### config.mk
export PLATFORM = sky130hd
export DESIGN_NAME = turn_controller_flat
export DESIGN_NICKNAME = d
export VERILOG_FILES = /design/src/rtl/turn_if.sv /design/src/rtl/turn_controller.sv /design/src/flat_wrapper.sv
export SDC_FILE = /design/constraint.sdc
export NUM_CORES = 1
export LEC_CHECK = 0
export CORE_MARGIN = 2
export CORE_UTILIZATION = 30
export CTS_CLUSTER_DIAMETER = 150
export DETAILED_ROUTE_END_ITERATION = 6
export HOLD_SLACK_MARGIN = 0.1
export PLACE_DENSITY = 0.64
export SKIP_LAST_GASP = 1
export SYNTH_ARGS = -nofsm -noshare
export SYNTH_HDL_FRONTEND = slang
export SYNTH_SLANG_ARGS = --single-unit
### constraint.sdc
create_clock -name CLK -period 2.4 [get_ports CLK]
set_input_delay 0.48 -clock CLK [delete_from_list [all_inputs] [get_ports CLK]]
set_output_delay 0.48 -clock CLK [all_outputs]
set_load 0.05 [all_outputs]
### src/rtl/turn_if.sv
// Signal bundle between the turn controller and its host: coin/key conditioning
// and tile judge on one side, display/debug consumers of the outputs on the other.
interface turn_if #(
  parameter int NUM_PLAYERS = 2,
  parameter int GOAL        = 12
);
  localparam int IDW = (NUM_PLAYERS > 2) ? $clog2(NUM_PLAYERS) : 1;
  localparam int PW  = $clog2(GOAL + 1);

  logic                      coin;
  logic                      key;
  logic                      judge_valid;
  logic                      judge_go;
  logic                      reveal;
  logic                      move;
  logic                      turn_end;
  logic                      timeout;
  logic [IDW-1:0]            cur_player;
  logic [NUM_PLAYERS*PW-1:0] pos_flat;
  logic                      win;
  logic [IDW-1:0]            winner;
  logic [2:0]                state;

  // host side: drives coin/key/judge, observes game outputs
  modport master (
    output coin, key, judge_valid, judge_go,
    input  reveal, move, turn_end, timeout, cur_player, pos_flat, win, winner, state
  );

  // controller side
  modport slave (
    input  coin, key, judge_valid, judge_go,
    output reveal, move, turn_end, timeout, cur_player, pos_flat, win, winner, state
  );
endinterface

### src/rtl/turn_controller.sv
// Multi-player turn sequencer for Chicken Cha-Cha-Cha.
// Coin arms the game, each key press requests a tile reveal, the judge answers
// match (token advances, same player keeps going) or miss (turn passes).
// First token to reach GOAL wins; a new coin restarts from WIN.
// Optional build macro TURN_TIMEOUT_EN: forced pass after TIMEOUT_CYC idle
// cycles in WAIT_KEY. Without it the timeout output is tied low.

// One player's token position; clears on game start, saturates at GOAL.
module turn_pos_lane #(
  parameter int GOAL = 12,
  parameter int PW   = 4
) (
  input  logic          CLK,
  input  logic          RST_N,
  input  logic          clr,
  input  logic          inc,
  output logic [PW-1:0] pos,
  output logic          at_goal
);
  assign at_goal = (pos == PW'(GOAL));

  // position register, never wraps past GOAL
  always_ff @(posedge CLK or negedge RST_N) begin
    if (!RST_N)                pos <= '0;
    else if (clr)              pos <= '0;
    else if (inc && !at_goal)  pos <= pos + PW'(1);
  end
endmodule

module turn_controller #(
  parameter int NUM_PLAYERS = 2,
  parameter int GOAL        = 12,
  parameter int TIMEOUT_CYC = 1000000
) (
  input logic   CLK,
  input logic   RST_N,
  turn_if.slave bus
);
  localparam int IDW = (NUM_PLAYERS > 2) ? $clog2(NUM_PLAYERS) : 1;
  localparam int PW  = $clog2(GOAL + 1);

  typedef enum logic [2:0] {
    IDLE       = 3'd0,
    WAIT_KEY   = 3'd1,
    REVEAL     = 3'd2,
    WAIT_JUDGE = 3'd3,
    ADVANCE    = 3'd4,
    PASS       = 3'd5,
    WIN        = 3'd7
  } state_t;

  state_t                          st;
  logic                            coin_q, key_q;
  logic                            coin_rise, key_rise;
  logic [IDW-1:0]                  cur, cur_nxt, winner_r;
  logic                            reveal_r, move_r, turn_end_r, timeout_r, win_r;
  logic                            expire;
  logic                            start;
  logic                            hit;
  logic [NUM_PLAYERS-1:0]          inc, at_goal;
  logic [NUM_PLAYERS-1:0][PW-1:0]  pos;

  assign coin_rise = bus.coin & ~coin_q;
  assign key_rise  = bus.key  & ~key_q;
  assign cur_nxt   = (cur == IDW'(NUM_PLAYERS - 1)) ? '0 : cur + IDW'(1);
  // a new game starts only from IDLE or WIN; mid-game coins are dropped
  assign start     = coin_rise && (st == IDLE || st == WIN);
  assign hit       = (st == WAIT_JUDGE) && bus.judge_valid && bus.judge_go;

  // per-player position lanes; only the current player's lane steps on a match
  for (genvar i = 0; i < NUM_PLAYERS; i++) begin : g_lane
    assign inc[i] = hit && (cur == IDW'(i));
    turn_pos_lane #(.GOAL(GOAL), .PW(PW)) u_lane (
      .CLK     (CLK),
      .RST_N   (RST_N),
      .clr     (start),
      .inc     (inc[i]),
      .pos     (pos[i]),
      .at_goal (at_goal[i])
    );
  end

`ifdef TURN_TIMEOUT_EN
  localparam int CW = (TIMEOUT_CYC > 2) ? $clog2(TIMEOUT_CYC) : 1;
  logic [CW-1:0] tcnt;

  // idle counter; any non-WAIT_KEY cycle clears it, so every entry starts at 0
  always_ff @(posedge CLK or negedge RST_N) begin
    if (!RST_N)               tcnt <= '0;
    else if (st == WAIT_KEY)  tcnt <= tcnt + CW'(1);
    else                      tcnt <= '0;
  end

  assign expire = (st == WAIT_KEY) && (tcnt == CW'(TIMEOUT_CYC - 1));
`else
  logic unused_timeout_cfg;
  assign unused_timeout_cfg = |TIMEOUT_CYC;
  assign expire = 1'b0;
`endif

  // turn FSM with registered pulses; pulses default low every cycle
  always_ff @(posedge CLK or negedge RST_N) begin
    if (!RST_N) begin
      st         <= IDLE;
      coin_q     <= 1'b0;
      key_q      <= 1'b0;
      cur        <= '0;
      winner_r   <= '0;
      win_r      <= 1'b0;
      reveal_r   <= 1'b0;
      move_r     <= 1'b0;
      turn_end_r <= 1'b0;
      timeout_r  <= 1'b0;
    end else begin
      coin_q     <= bus.coin;
      key_q      <= bus.key;
      reveal_r   <= 1'b0;
      move_r     <= 1'b0;
      turn_end_r <= 1'b0;
      timeout_r  <= 1'b0;
      case (st)
        IDLE: if (coin_rise) begin
          st  <= WAIT_KEY;
          cur <= '0;
        end
        WAIT_KEY: begin
          // a key press on the expiry cycle still wins over the timeout
          if (key_rise) begin
            st       <= REVEAL;
            reveal_r <= 1'b1;
          end else if (expire) begin
            st         <= PASS;
            turn_end_r <= 1'b1;
            timeout_r  <= 1'b1;
            cur        <= cur_nxt;
          end
        end
        REVEAL: st <= WAIT_JUDGE;
        WAIT_JUDGE: if (bus.judge_valid) begin
          if (bus.judge_go) begin
            st     <= ADVANCE;
            move_r <= 1'b1;
          end else begin
            st         <= PASS;
            turn_end_r <= 1'b1;
            cur        <= cur_nxt;
          end
        end
        // lane already holds the stepped position here
        ADVANCE: begin
          if (at_goal[cur]) begin
            st       <= WIN;
            win_r    <= 1'b1;
            winner_r <= cur;
          end else begin
            st <= WAIT_KEY;
          end
        end
        PASS: st <= WAIT_KEY;
        WIN: if (coin_rise) begin
          st       <= WAIT_KEY;
          win_r    <= 1'b0;
          winner_r <= '0;
          cur      <= '0;
        end
        default: st <= IDLE;
      endcase
    end
  end

  assign bus.reveal     = reveal_r;
  assign bus.move       = move_r;
  assign bus.turn_end   = turn_end_r;
  assign bus.timeout    = timeout_r;
  assign bus.cur_player = cur;
  assign bus.pos_flat   = pos;
  assign bus.win        = win_r;
  assign bus.winner     = winner_r;
  assign bus.state      = st;
endmodule

### src/flat_wrapper.sv
// flat-port wrapper written by rule: the top's interface ports become plain ports
module turn_controller_flat 
#(
  parameter int NUM_PLAYERS = 2,
  parameter int GOAL        = 12,
  parameter int TIMEOUT_CYC = 1000000
)
  (CLK, RST_N, bus_coin, bus_key, bus_judge_valid, bus_judge_go, bus_reveal, bus_move, bus_turn_end, bus_timeout, bus_cur_player, bus_pos_flat, bus_win, bus_winner, bus_state);
  turn_if #(.NUM_PLAYERS(NUM_PLAYERS), .GOAL(GOAL)) bus_i ();
  input logic CLK;
  input logic RST_N;
  input wire logic [$bits(bus_i.coin)-1:0] bus_coin;
  input wire logic [$bits(bus_i.key)-1:0] bus_key;
  input wire logic [$bits(bus_i.judge_valid)-1:0] bus_judge_valid;
  input wire logic [$bits(bus_i.judge_go)-1:0] bus_judge_go;
  output wire logic [$bits(bus_i.reveal)-1:0] bus_reveal;
  output wire logic [$bits(bus_i.move)-1:0] bus_move;
  output wire logic [$bits(bus_i.turn_end)-1:0] bus_turn_end;
  output wire logic [$bits(bus_i.timeout)-1:0] bus_timeout;
  output wire logic [$bits(bus_i.cur_player)-1:0] bus_cur_player;
  output wire logic [$bits(bus_i.pos_flat)-1:0] bus_pos_flat;
  output wire logic [$bits(bus_i.win)-1:0] bus_win;
  output wire logic [$bits(bus_i.winner)-1:0] bus_winner;
  output wire logic [$bits(bus_i.state)-1:0] bus_state;
  assign bus_i.coin = bus_coin;
  assign bus_i.key = bus_key;
  assign bus_i.judge_valid = bus_judge_valid;
  assign bus_i.judge_go = bus_judge_go;
  assign bus_reveal = bus_i.reveal;
  assign bus_move = bus_i.move;
  assign bus_turn_end = bus_i.turn_end;
  assign bus_timeout = bus_i.timeout;
  assign bus_cur_player = bus_i.cur_player;
  assign bus_pos_flat = bus_i.pos_flat;
  assign bus_win = bus_i.win;
  assign bus_winner = bus_i.winner;
  assign bus_state = bus_i.state;
  turn_controller #(.NUM_PLAYERS(NUM_PLAYERS), .GOAL(GOAL), .TIMEOUT_CYC(TIMEOUT_CYC)) u_core (.CLK(CLK), .RST_N(RST_N), .bus(bus_i));
endmodule
==> out/qor_table.md <==
| Parameter | Value |
|:---|:---|
| Run status | complete, no violations |
| Fin Setup TNS | 0 ns |
| Final Critical Period | 2.29 ns |
| Antenna viol nets, final | 0 |
| Post-Syn Nets | 123 |
| Avg WL per Cell | 12.1 um |
| Synthesis Warnings | 0 |
| Antenna violations before repair | 0 |
| Path category of the worst min-delay check | input pin to asynchronous set/reset pin |
| Setup repair after global routing missed its margin | no |
| Critical path cell sequence | clkdlybuf4s50_1 |
| GP Congestion | 0.893 |
| Die area | 4070 um^2 |
| Via count of the first global-routing pass | 882 |
| Number of ports placed on the die boundary | 24 |
| Number of cell rows | 21 |
| Highest-delay cell along the critical path | clkdlybuf4s50_1 |
| Maximum number of pins on one net before global-route repair | 20 |
| Layout cell share with drive strength beyond 1 | 9.56% |
| Fraction of registers with async set/reset | 100% |
| Largest stage delay on the critical path | 0.88 ns |
| Mapped cell area | 1070 um^2 |
| Core footprint | 3390 um^2 |
| Max capacitance violation total | 0 |
| Clk sink count | 19 |
| Clock edge transition at the registers on the reported setup and hold paths | 0.12 ns |
| Leak | 0.570 nW |
| Worst-case vdd ir drop | 0.000331 V |
| Most frequent cells in the layout | clkdlybuf4s50_1 (22), dfrtp_1 (19), nor2_1 (12) |
| Worst-path maximum fanout | 16 |
| Wire length of the first global-routing pass | 3870 um |
| Total grt overflow | 0 |
| Final antenna diode count | 0 |
| Violation count after the first detailed-route iteration | 42 |
| Nature of the critical path endpoint | output port |
| Post-CTS Setup Inserts | 0 |
| Depth of the worst register-to-register path | 4 |
| Reg-to-Reg End | u_core.g_lane[1].u_lane.pos[3] |
| HPWL reported at the end of detailed placement | 1600 um |
| Hold Buf Count CTS | 0 |
| TritonCTS clock tree | yes |
| Synthesis-stage register bit count | 19 |
| Post-synth cell types | 39 |
| Count of final setup violators | 0 |
| Synthesized instance count | 113 |
| Number of enable flip-flop cells after synthesis | 0 |
| Critical path data arrival time | 1.81 ns |
| Average cell area after synthesis | 9.49 um^2 |
| Leading register cell type out of synthesis | dfrtp_1 |
| Die boundary width | 63.8 um |
| Via count normalized by instance count | 5.08 |
| Total power | 1.54 mW |
| Relative max-transition margin | 66.5% |
| DR DRC count | 0 |
| Final WL | 2200 um |
| Via count | 925 |
| Initial core utilization | 31.6% |
| Maximum count of clock buffers along a single path | 2 |
| Seq/Total Area, Yosys | 44.3% |
| Drt first pass iters | 4 |
| NumNets Final | 147 |
| Crit path kind | flop to output port |
| Root cell of the clock tree | clkbuf_4 |
| Global-route usage over all layers | 12.0% |
| Area added between synthesis and finish | 26.1% |
| Most common cell after layout, fill and taps aside | clkdlybuf4s50_1 |
| Clock tree skew after final layout | 0.0119 ns |
| Cell family contributing the most delay on the critical path | buffers and inverters |
| Power per unit of standard cell area | 1140 nW/um^2 |
| Period Utilization, post-route | 95.4% |
| Total clock buffers created by CTS | 3 |
| Die Span Y | 63.8 um |
| Slack of the worst reg-to-reg path | 0.57 ns |
| Worst-case hold slack | 0.496 ns |
| Maximum level of the CTS H-tree | 1 |
| # port buffers | 22 |
| Startpoint of the lowest-slack register-to-register path | u_core.bus.state[1] |
| Buf+Inv Stages, Crit Path | 1 |
| Timing-limited maximum frequency | 437 MHz |
| Critical path startpoint category | flop |
| Final hold viol count | 0 |
| Slew Viols, Final | 0 |
| Data required, critical path | 1.92 ns |
| Actual transition at the worst max-transition pin | 0.501 ns |
| Number of instances resized during post-cts repair | 0 |
| Clock latency of the later-clocked register in the worst-skew pair | 0.30 ns |
[cells by family (layout without fill, tap and decap cells)]
kind of cell | count (synthesis) | after routing | share of synthesized area [%]
compound gates | 25 | 25 | 14.2
xor+xnor | 4 | 4 | 3.27
fa+ha+maj | 4 | 4 | 4.67
buf+inv | 12 | 35 | 6.18
flops | 19 | 19 | 44.3
mux | 2 | 2 | 1.87
other cells | 1 | 1 | 0.350
simple gates | 46 | 46 | 25.1
[synthesized netlist by cell type, types with 3 or more instances]
| cell | n | area (um^2) |
|---|---|---|
| a21oi_1 | 7 | 35.0 |
| nand3_1 | 6 | 30.0 |
| inv_1 | 7 | 26.3 |
| o21ai_0 | 7 | 35.0 |
| nand4_1 | 3 | 18.8 |
| nand2_1 | 5 | 18.8 |
| nor2_1 | 12 | 45.0 |
| ha_1 | 4 | 50.1 |
| a211oi_1 | 3 | 22.5 |
| dfrtp_1 | 19 | 475 |
| nor3_1 | 3 | 15.0 |
[report_power, final]
part / switching, mW / internal, mW / leakage, nW
logic: 0.524 / 0.308 / 0.308
registers: 0.137 / 0.404 / 0.244
clock network: 0.105 / 0.0621 / 0.0177
[worst register-to-register path, delay by kind of cell (launching register included)]
family / cells / cell delay, ns
simple gates: 3 / 0.94
compound gates: 1 / 0.19
flops: 1 / 0.62
[layer usage]
| layer | share of wire, % | track usage (%) |
|---|---|---|
| met2 | 48 | 18.9 |
| met1 | 46 | 15.4 |
| met5 | 0 | 0 |
| met3 | 4.4 | 2.46 |
| met4 | 1.1 | 6.52 |
[worst max-delay path by stage]
stage | from | to | slack [ns] | cells after the start
after floorplan | u_core.g_lane[1].u_lane.pos[0] | u_core.g_lane[1].u_lane.pos[3] | 0.54 | 6
after global placement | bus_judge_valid | u_core.g_lane[1].u_lane.pos[3] | 0.32 | 5
after detailed placement | bus_judge_valid | u_core.g_lane[1].u_lane.pos[3] | 0.23 | 5
after CTS | u_core.bus.state[1] | bus_state[1] | 0.10 | 1
after global routing | u_core.bus.state[1] | bus_state[1] | 0.02 | 1
final | u_core.bus.state[1] | bus_state[1] | 0.11 | 1
[sequential cells by signal, summed over array words and instances (netlist names)]
register and count:
u_core.key_q 1, u_core.bus.win 1, u_core.coin_q 1, u_core.bus.state 3
u_core.bus.winner 1, u_core.bus.move 1, u_core.g_lane.u_lane.pos 8, u_core.bus.turn_end 1
u_core.bus.reveal 1, u_core.bus.cur_player 1
[layout make-up]
type / count / area [um^2]
Multi-Input combinational cell: 82 / 531
Tap cell: 46 / 57.6
Inverter: 7 / 26.3
Fill cell: 347 / 2040
Sequential cell: 19 / 475
Timing Repair Buffer: 24 / 235
Clock buffer: 3 / 22.5
Clock inverter: 1 / 5.00
[metrics by stage]
stage | worst slack [ns] | utilization, % | cells | area, um^2
CTS | 0.104 | 39.9 | 182 | 1350
detailed placement | 0.227 | 39.1 | 178 | 1330
global route | 0.0185 | 39.9 | 182 | 1350
floorplan | 0.539 | - | 113 | 1070
global placement | 0.324 | 39.1 | 178 | 1330
finish | 0.111 | 39.9 | 182 | 1350
Power figures use the tool's default switching activity.
